### src/rtl/led_fade_pwm_pkg.sv
// Shared constants and helpers for the LED fade/PWM stage.
package led_fade_pwm_pkg;

  localparam int          PWM_BITS   = 8;
  localparam logic [7:0]  BRIGHT_MAX = 8'd255;
  localparam int          CLK_HZ     = 50_000_000;
  localparam int          N_LEDS_DEF = 16;

  // 5 ms decay tick and ~48.8 kHz PWM frame at the board clock
  localparam int DECAY_TICK_HZ  = 200;
  localparam int PWM_FRAME_HZ   = 48_828;
  localparam int DECAY_DIV_DEF  = CLK_HZ / DECAY_TICK_HZ;
  localparam int PWM_DIV_DEF    = CLK_HZ / ((1 << PWM_BITS) * PWM_FRAME_HZ);
  localparam int DECAY_STEP_DEF = 16;

  // Brightness scaled by the master dimmer; level+1 lets 255*255 reach 255.
  function automatic logic [7:0] scale_level(input logic [7:0] bright,
                                             input logic [7:0] level);
    logic [15:0] prod;
    prod = 16'(bright) * (16'(level) + 16'd1);
    return prod[15:8];
  endfunction

  // Subtract that clamps at zero instead of wrapping.
  function automatic logic [7:0] sat_sub(input logic [7:0] a,
                                         input logic [7:0] b);
    return (a > b) ? (a - b) : 8'd0;
  endfunction

endpackage

### src/rtl/led_fade_pwm_if.sv
// Pattern/dimmer inputs and PWM outputs of the LED fade stage.
interface led_fade_pwm_if #(
  parameter int N_LEDS = 16
);
  logic [N_LEDS-1:0] pattern_in;
  logic              pattern_stb;
  logic              fade_en;
  logic [7:0]        global_level;
  logic [N_LEDS-1:0] led_out;
  logic              frame_start;

  modport master (
    output pattern_in, pattern_stb, fade_en, global_level,
    input  led_out, frame_start
  );

  modport slave (
    input  pattern_in, pattern_stb, fade_en, global_level,
    output led_out, frame_start
  );
endinterface

### src/rtl/led_fade_pwm_channel.sv
// One LED: brightness with afterglow decay, dimmer scaling, frame shadow, PWM compare.
module led_pwm_channel
  import led_fade_pwm_pkg::*;
#(
  parameter int DECAY_STEP = DECAY_STEP_DEF
) (
  input  logic       clk,
  input  logic       rst,
  input  logic       pat_in_bit,
  input  logic       pat_q_bit,
  input  logic       stb,
  input  logic       tick,
  input  logic       fade_en,
  input  logic [7:0] level,
  input  logic [7:0] pwm_cnt,
  input  logic       boundary,
  output logic       led
);

  localparam logic [7:0] STEP = 8'(DECAY_STEP);

  logic [7:0] bright_q, bright_d;
  logic [7:0] shadow_q, shadow_d;
  logic       led_q, led_d;

  // Next brightness: a strobe wins over a decay tick arriving the same cycle.
  always_comb begin
    bright_d = bright_q;
    if (stb) begin
      if (pat_in_bit)    bright_d = BRIGHT_MAX;
      else if (!fade_en) bright_d = 8'd0;
    end else if (tick && !pat_q_bit) begin
      bright_d = fade_en ? sat_sub(bright_q, STEP) : 8'd0;
    end
  end

  // Shadow only moves at the frame boundary so a frame never changes duty mid-way.
  always_comb begin
    shadow_d = boundary ? scale_level(bright_q, level) : shadow_q;
    led_d    = (shadow_q == BRIGHT_MAX) || (pwm_cnt < shadow_q);
  end

  // Channel state registers.
  always_ff @(posedge clk or posedge rst) begin
    if (rst) begin
      bright_q <= '0;
      shadow_q <= '0;
      led_q    <= 1'b0;
    end else begin
      bright_q <= bright_d;
      shadow_q <= shadow_d;
      led_q    <= led_d;
    end
  end

  assign led = led_q;

endmodule

### src/rtl/led_fade_pwm.sv
// Top: pattern latch, decay/PWM prescalers, frame counter and per-LED channels.
module led_fade_pwm
  import led_fade_pwm_pkg::*;
#(
  parameter int N_LEDS     = N_LEDS_DEF,
  parameter int PWM_DIV    = PWM_DIV_DEF,
  parameter int DECAY_DIV  = DECAY_DIV_DEF,
  parameter int DECAY_STEP = DECAY_STEP_DEF
) (
  input  logic           clk,
  input  logic           rst,
  led_fade_pwm_if.slave  bus
);

  localparam int PCW = (PWM_DIV > 1) ? $clog2(PWM_DIV) : 1;
  localparam int DCW = (DECAY_DIV > 1) ? $clog2(DECAY_DIV) : 1;

  logic [PCW-1:0]      pcnt_q, pcnt_d;
  logic [DCW-1:0]      dcnt_q, dcnt_d;
  logic [7:0]          pwm_cnt_q, pwm_cnt_d;
  logic [N_LEDS-1:0]   pat_q, pat_d;
  logic                frame_start_q, frame_start_d;
  logic                tick, pwm_step, boundary;
  logic [N_LEDS-1:0]   led_vec;

  // Prescaler wraps, frame boundary and next values of the shared counters.
  always_comb begin
    tick          = (dcnt_q == DCW'(DECAY_DIV - 1));
    pwm_step      = (pcnt_q == PCW'(PWM_DIV - 1));
    boundary      = pwm_step && (pwm_cnt_q == 8'hFF);
    dcnt_d        = tick ? '0 : dcnt_q + 1'b1;
    pcnt_d        = pwm_step ? '0 : pcnt_q + 1'b1;
    pwm_cnt_d     = pwm_step ? pwm_cnt_q + 8'd1 : pwm_cnt_q;
    pat_d         = bus.pattern_stb ? bus.pattern_in : pat_q;
    frame_start_d = boundary;
  end

  // Shared counter and latch registers.
  always_ff @(posedge clk or posedge rst) begin
    if (rst) begin
      pcnt_q        <= '0;
      dcnt_q        <= '0;
      pwm_cnt_q     <= '0;
      pat_q         <= '0;
      frame_start_q <= 1'b0;
    end else begin
      pcnt_q        <= pcnt_d;
      dcnt_q        <= dcnt_d;
      pwm_cnt_q     <= pwm_cnt_d;
      pat_q         <= pat_d;
      frame_start_q <= frame_start_d;
    end
  end

  for (genvar i = 0; i < N_LEDS; i++) begin : g_ch
    led_pwm_channel #(
      .DECAY_STEP(DECAY_STEP)
    ) u_ch (
      .clk        (clk),
      .rst        (rst),
      .pat_in_bit (bus.pattern_in[i]),
      .pat_q_bit  (pat_q[i]),
      .stb        (bus.pattern_stb),
      .tick       (tick),
      .fade_en    (bus.fade_en),
      .level      (bus.global_level),
      .pwm_cnt    (pwm_cnt_q),
      .boundary   (boundary),
      .led        (led_vec[i])
    );
  end

  assign bus.led_out     = led_vec;
  assign bus.frame_start = frame_start_q;

endmodule

### src/flat_wrapper.sv
// flat-port wrapper written by rule: the top's interface ports become plain ports
module led_fade_pwm_flat import led_fade_pwm_pkg::*;
#(
  parameter int N_LEDS     = N_LEDS_DEF,
  parameter int PWM_DIV    = PWM_DIV_DEF,
  parameter int DECAY_DIV  = DECAY_DIV_DEF,
  parameter int DECAY_STEP = DECAY_STEP_DEF
)
  (clk, rst, bus_pattern_in, bus_pattern_stb, bus_fade_en, bus_global_level, bus_led_out, bus_frame_start);
  led_fade_pwm_if #(.N_LEDS(N_LEDS)) bus_i ();
  input  logic clk;
  input  logic rst;
  input wire logic [$bits(bus_i.pattern_in)-1:0] bus_pattern_in;
  input wire logic [$bits(bus_i.pattern_stb)-1:0] bus_pattern_stb;
  input wire logic [$bits(bus_i.fade_en)-1:0] bus_fade_en;
  input wire logic [$bits(bus_i.global_level)-1:0] bus_global_level;
  output wire logic [$bits(bus_i.led_out)-1:0] bus_led_out;
  output wire logic [$bits(bus_i.frame_start)-1:0] bus_frame_start;
  assign bus_i.pattern_in = bus_pattern_in;
  assign bus_i.pattern_stb = bus_pattern_stb;
  assign bus_i.fade_en = bus_fade_en;
  assign bus_i.global_level = bus_global_level;
  assign bus_led_out = bus_i.led_out;
  assign bus_frame_start = bus_i.frame_start;
  led_fade_pwm #(.N_LEDS(N_LEDS), .PWM_DIV(PWM_DIV), .DECAY_DIV(DECAY_DIV), .DECAY_STEP(DECAY_STEP)) u_core (.clk(clk), .rst(rst), .bus(bus_i));
endmodule
### config.mk
export PLATFORM = sky130hd
export DESIGN_NAME = led_fade_pwm_flat
export DESIGN_NICKNAME = d
export VERILOG_FILES = /design/src/rtl/led_fade_pwm_pkg.sv /design/src/rtl/led_fade_pwm_if.sv /design/src/rtl/led_fade_pwm_channel.sv /design/src/rtl/led_fade_pwm.sv /design/src/flat_wrapper.sv
export SDC_FILE = /design/constraint.sdc
export NUM_CORES = 2
export LEC_CHECK = 0
export CORE_UTILIZATION = 30
export DETAILED_ROUTE_END_ITERATION = 7
export GPL_TIMING_DRIVEN = 1
export HOLD_SLACK_MARGIN = 0.12
export PLACE_DENSITY_LB_ADDON = 0.08
export SYNTH_ARGS = -nofsm -noshare
export SYNTH_HDL_FRONTEND = slang
export SYNTH_SLANG_ARGS = --single-unit
export TNS_END_PERCENT = 1
### constraint.sdc
create_clock -name clk -period 14.2 [get_ports clk]
set_input_delay 2.13 -clock clk [delete_from_list [all_inputs] [get_ports clk]]
set_output_delay 2.13 -clock clk [all_outputs]
set_load 0.05 [all_outputs]
Word-level counts from Yosys, hierarchy flattened
Cells that the tools add are included.

Register bits: 317. Logic and storage cells: 320. Input port bits: 28.

Order comparisons: 32. Multiplexer cells: 83. Multipliers: 16. Equality and inequality tests: 35. $add $sub $neg: 20. Reductions and logical operators: 81.

Operators by type and width (count): $mux W8 (81); $mul A8 B16 Y16 (15); $eq A8 B8 Y1 const B (17); $gt A8 B5 Y1 const B (16); $lt A8 B8 Y1 (16); $sub A8 B5 Y8 const B (16); $ne A3 B3 Y1 const B (16); $reduce_and A2 Y1 (16); $reduce_bool A2 Y1 (16); $add A18 B1 Y18 const B (1); $eq A18 B18 Y1 const B (1); $mux W18 (1); $logic_and A1 B1 Y1 (17); $logic_not A1 Y1 (16); $logic_or A1 B1 Y1 (16); $mul A8 B9 Y16 (1); $add A8 B1 Y9 const B (1); $add A8 B1 Y8 const B (1); $add A2 B1 Y2 const B (1); $eq A2 B2 Y1 const B (1); $mux W2 (1).

Logic depth before layout (Yosys ltp)
Word-level depth: 5. Gate-level depth with buffers: 23. Depth with buffers taken out: 21.

By module
Synthesis repeated with hierarchy kept, for this count alone.

Cell total of the unflattened synthesis: 5642. Area, all modules: 49901.6 µm².

Modules (own cells, without submodules): led_pwm_channel (u_core.g_ch[0].u_ch ...) (cells each 336, area each 2949.1 µm², times used 8, sequential area each 350.3 µm²); led_pwm_channel (u_core.g_ch[6].u_ch ...) (cells each 371, area each 3173.0 µm², times used 3, sequential area each 350.3 µm²); led_pwm_channel (u_core.g_ch[12].u_ch) (cells each 348, area each 3030.4 µm², times used 1, sequential area each 350.3 µm²); led_pwm_channel (u_core.g_ch[5].u_ch) (cells each 337, area each 3007.9 µm², times used 1, sequential area each 350.3 µm²); led_pwm_channel (u_core.g_ch[4].u_ch) (cells each 337, area each 2962.8 µm², times used 1, sequential area each 350.3 µm²); led_pwm_channel (u_core.g_ch[3].u_ch) (cells each 334, area each 2945.3 µm², times used 1, sequential area each 350.3 µm²); led_pwm_channel (u_core.g_ch[9].u_ch) (cells each 334, area each 2931.6 µm², times used 1, sequential area each 350.3 µm²); led_fade_pwm (cells each 151, area each 1911.8 µm², times used 1, sequential area each 1126.1 µm²).

Least setup slack after synthesis
OpenSTA, ideal clock, no wires.

Path type: in2reg. Start: input port bus_global_level[0]. End: register u_core.g_ch[6].u_ch.shadow_q[7]. Setup slack: 6.828 ns. Data arrival time: 7.303 ns. Cell stages on the path: 21. Path buffers: 1. Data required time: 14.131 ns. Setup time: 0.069 ns. Path through: ha_1 > nand3_2 > xor2_1 > clkbuf_1 > nor2_1 > ha_1 > xor2_1 > fa_1 > inv_1 > fa_1 > inv_1 > fa_1 > inv_1 > ha_1 > o21a_1 > o21ai_1 > a211oi_1 > o21a_1 > a311o_1 > or4_1 > nand3_1.

Cells in the longest elaborated chain, start to end: 2.

Ends and longest elaborated chain: from (decl) (line flat_wrapper.sv:16) `input wire logic [$bits(bus_i.global_level)-1:0] bus_global_level;`; $add A8 B1 Y9 (line led_fade_pwm_pkg.sv:20) `prod = 16'(bright) * (16'(level) + 16'd1);`; $mul A8 B16 Y16 (line led_fade_pwm_pkg.sv:20); to (signal assigned) (line led_fade_pwm_channel.sv:51) `shadow_q <= shadow_d;`; to (decl) (line led_fade_pwm_channel.sv:23) `logic [7:0] shadow_q, shadow_d;`.

Every way passes these cells. A chain may end at the register's enable or synchronous reset.

Worst setup path after layout
Start: input port bus_global_level[1]. End: register u_core.g_ch[14].u_ch.shadow_q[7].

Cells in the longest elaborated chain, start to end: 2.

Ends and longest elaborated chain (line): $add A8 B1 Y9 (led_fade_pwm_pkg.sv:20); $mul A8 B16 Y16 (led_fade_pwm_pkg.sv:20); to (signal assigned) (led_fade_pwm_channel.sv:51); to (decl) (led_fade_pwm_channel.sv:23).

Every way passes these cells.

==> run_results.csv <==
group,metric,value,unit
route,routed_wl,134000,um
synthesis,synth-edff-count,0,
layout,final_cell_area,50370,um2
placed_design,postPlaceCellArea,48700,um2
route,drtIter0Drc,1744,
grt,grt.total_usage,17.70,%
clocking,clk_latency,0.62,ns
worst_setup_path,cp.arrival,8.96,ns
die,ios,45,
sta,rsz0062_at_grt,"no",
route,dr.pass1.iters,5,
clocking,tritoncts,"done",
sta,finalSetupViolations,0,
power,intPower,3.814,mW
layout,instances_no_fill,7294,
grt,antenna_found_initial,11,
power,power.net_switching,3.474,mW
synthesis,synth.avg_cell_area,8.686,um2
clocking,clock-sinks,269,
synthesis,synth_area_leader_cell,"fa_1",
sta,min_period,8.502,ns
sta,setup-tns-final,0,ns
route,wire_per_inst,18.37,um
grt,grt_pass1_vias,35550,
die,row_count,143,
synthesis,syn_area,46050,um2
sta,drv_slew,0,
worst_setup_path,rrSetupSlack,8.77,ns
power,vdd_drop_max,0.00009886,V
power,p_per_area,144.7,nW/um2
sta,finalCritPeriodShare,59.88,%
sta,relSlewSlack,34.31,%
sta,hold_viol,0,
sta,timing.final.ws_setup,5.698,ns
grt,grt_max_degree,126,
synthesis,synth_ff_type,"dfrtp_1",
grt,grt_pass1_wl,212300,um
placed_design,dp_cells,7211,
grt,overflow,0,
die,die_w,393.8,um
power,p_leak,27.95,nW
layout,final_net_count,6541,
placed_design,hpwl,96100,um
hold_path,hp-class,"reg -> reg",
clocking,clock_path_buffers,3,
sta,clock_skew,0.02064,ns
synthesis,ys_types,69,
synthesis,yosys-top-cells-area,"fa_1, ha_1, dfrtp_1, inv_1, nand2_1",
die,start_util,30.28,%
sta,worst_pin_slew,0.9770,ns
placed_design,gp_congestion,0.7679,
synthesis,async_flop_share,100.0,%
synthesis,syn_inst,5301,
outcome,status,"finished, final reports clean",
route,drc,0,
synthesis,synth_top_area_share,24.35,%
layout,final_core_util,33.12,%
route,dr_total_vias,33400,
power,p_seq_share,12.7,%
clocking,cts.repair.resized,0,
route,vias_per_cell,4.580,
sta,max_freq,0.1176,GHz
die,die_area,155100,um2
worst_setup_path,endpoint_kind,"register",
power,switching_share,47.67,%
route,antenna_left,0,
synthesis,yosysSeqAreaShare,14.62,%
placed_design,port_buffers,44,
die,die_height,393.8,um
die,coreArea,152100,um2
clocking,clk_pin_slew,0.06,ns
power,clockPowerShare,17.8,%
synthesis,yosysMostFrequentCell,"inv_1",
synthesis,ys_ff_latch,269,
layout,syn2layout_area_growth,9.397,%
synthesis,synth_top_cells_by_count,"inv_1, ha_1, nand2_1",
worst_setup_path,required,14.66,ns
clocking,cts_inserted_buffers,45,
layout,drive_gt1_share,3.421,%
clocking,ctsRootBufferMaster,"clkbuf_16",
worst_setup_path,crit_fanout,28,
job,maxCapViolCount,0,
clocking,cts_post_setup_buffers_inserted,0,
placed_design,pre_cts_slack,5.020,ns
synthesis,mappedNetlistNets,6614,
clocking,postCtsHoldBufs,0,
worst_setup_path,critPathKind,"in -> reg",
clocking,h-tree-depth,2,
worst_setup_path,cp-start-kind,"input pin",
synthesis,yosys_warnings,0,
power,pwr-share-comb,69.5,%
## per-stage QoR
stage	hold slack, ns	power, mW
2_1_floorplan	0.4031	4.920
3_3_place_gp	0.4173	6.095
3_5_place_dp	0.4228	6.082
4_1_cts	0.4309	7.459
5_1_grt	0.4466	8.326
6_report	0.4283	7.288
## per-layer routing
layer	up-vias	global-route usage, %	routed length (um)
met5	-	0	0
met4	0	3.801	2560
met1	16280	25.02	66540
li1	16630	-	-
met3	107	1.968	4388
met2	384	28.94	60520
## area by class of cell
class                      instances  area (um2)
clock inverter                    18       354.1
multi-input combinational       3703       34400
tap                             2030        2540
antenna                            3       7.507
sequential                       269        6740
fill                           16080      101700
clock buffer                      62        1313
inverter                        1118        4204
timing repair buffer              91       813.3
## path summary, 6_finish.rpt
| kind | from | endpoint | cells after the start |
|---|---|---|---|
| min in group asynchronous | rst | u_core.g_ch[14].u_ch.led$_DFF_PP0_ | 2 |
| min | u_core.pcnt_q[0]$_DFF_PP0_ | u_core.pcnt_q[0]$_DFF_PP0_ | 1 |
| max in group asynchronous | rst | u_core.g_ch[1].u_ch.bright_q[7]$_DFFE_PP0P_ | 3 |
| max reg2reg | u_core.g_ch[6].u_ch.bright_q[2]$_DFFE_PP0P_ | u_core.g_ch[6].u_ch.shadow_q[7]$_DFFE_PP0P_ | 18 |
| max | bus_global_level[1] | u_core.g_ch[14].u_ch.shadow_q[7]$_DFFE_PP0P_ | 24 |
| min reg2reg | u_core.pcnt_q[0]$_DFF_PP0_ | u_core.pcnt_q[0]$_DFF_PP0_ | 1 |
## state kept, by name, indices dropped and copies added (netlist names)
name / count
u_core.g_ch.u_ch.shadow_q: 128
u_core.g_ch.u_ch.bright_q: 80
u_core.dcnt_q: 18
u_core.g_ch.u_ch.led: 16
u_core.pat_q: 16
u_core.pwm_cnt_q: 8
u_core.pcnt_q: 2
u_core.bus.frame_start: 1
## cell families after synthesis
| family | Yosys count | synth area share (%) |
|---|---|---|
| AO/OA/AOI/OAI | 785 | 10.74 |
| buffers and inverters | 1329 | 11.04 |
| multiplexers | 4 | 0.09782 |
| adder cells (fa/ha/maj) | 1285 | 44.05 |
| AND/OR/NAND/NOR | 1348 | 14.04 |
| flip-flops | 269 | 14.62 |
| XOR/XNOR | 281 | 5.418 |
## critical path, cell delays in order
cell and delay (ns):
clkdlybuf4s50_1 0.48, ha_4 0.22, nand3_2 0.05, buf_4 0.50
nor2_4 0.11, xor2_4 0.65, buf_4 0.50, buf_4 0.44
nand2_1 0.22, xor2_1 0.22, ha_1 0.32, fa_1 0.49
fa_1 0.49, inv_1 0.05, fa_1 0.47, inv_1 0.04
ha_1 0.33, a21oi_1 0.16, and3_1 0.15, nand2_1 0.10
a41oi_1 0.37, o221ai_1 0.18, xnor2_1 0.17, o21ai_0 0.08
## power groups by stage
stage	clock (mW)	sequential [mW]	combinational, mW
after global placement	0	0.940	5.16
after detailed placement	0	0.939	5.14
after global routing	1.37	0.938	6.02
after CTS	1.35	0.925	5.18
after floorplan	0	0.844	4.08
final	1.30	0.926	5.07
## cell usage in the layout, fill, tap and decap left out, types with 16 or more instances in the layout
| cell | Yosys | routed |
|---|---|---|
| a211oi_1 | 19 | 19 |
| a21o_1 | 43 | 43 |
| a21oi_1 | 175 | 175 |
| a22o_1 | 26 | 26 |
| a31oi_1 | 18 | 18 |
| and2_1 | 217 | 217 |
| and3_1 | 20 | 20 |
| buf_4 | 16 | 47 |
| clkbuf_16 | 0 | 47 |
| clkdlybuf4s50_1 | 0 | 42 |
| dfrtp_1 | 269 | 262 |
| fa_1 | 560 | 560 |
| ha_1 | 725 | 724 |
| inv_1 | 1118 | 1116 |
| nand2_1 | 586 | 584 |
| nand2b_1 | 95 | 94 |
| nand3_1 | 52 | 51 |
| nand4_1 | 53 | 53 |
| nand4b_1 | 17 | 17 |
| nor2_1 | 204 | 202 |
| nor2b_1 | 39 | 39 |
| nor3_1 | 19 | 19 |
| nor4_1 | 22 | 22 |
| o211ai_1 | 17 | 17 |
| o21a_1 | 20 | 20 |
| o21ai_0 | 276 | 276 |
| o21ai_1 | 38 | 38 |
| o21bai_1 | 21 | 21 |
| o22a_1 | 16 | 16 |
| o31ai_1 | 50 | 50 |
| xnor2_1 | 174 | 171 |
| xor2_1 | 104 | 100 |
No activity file was read; power rests on OpenSTA's default activity.
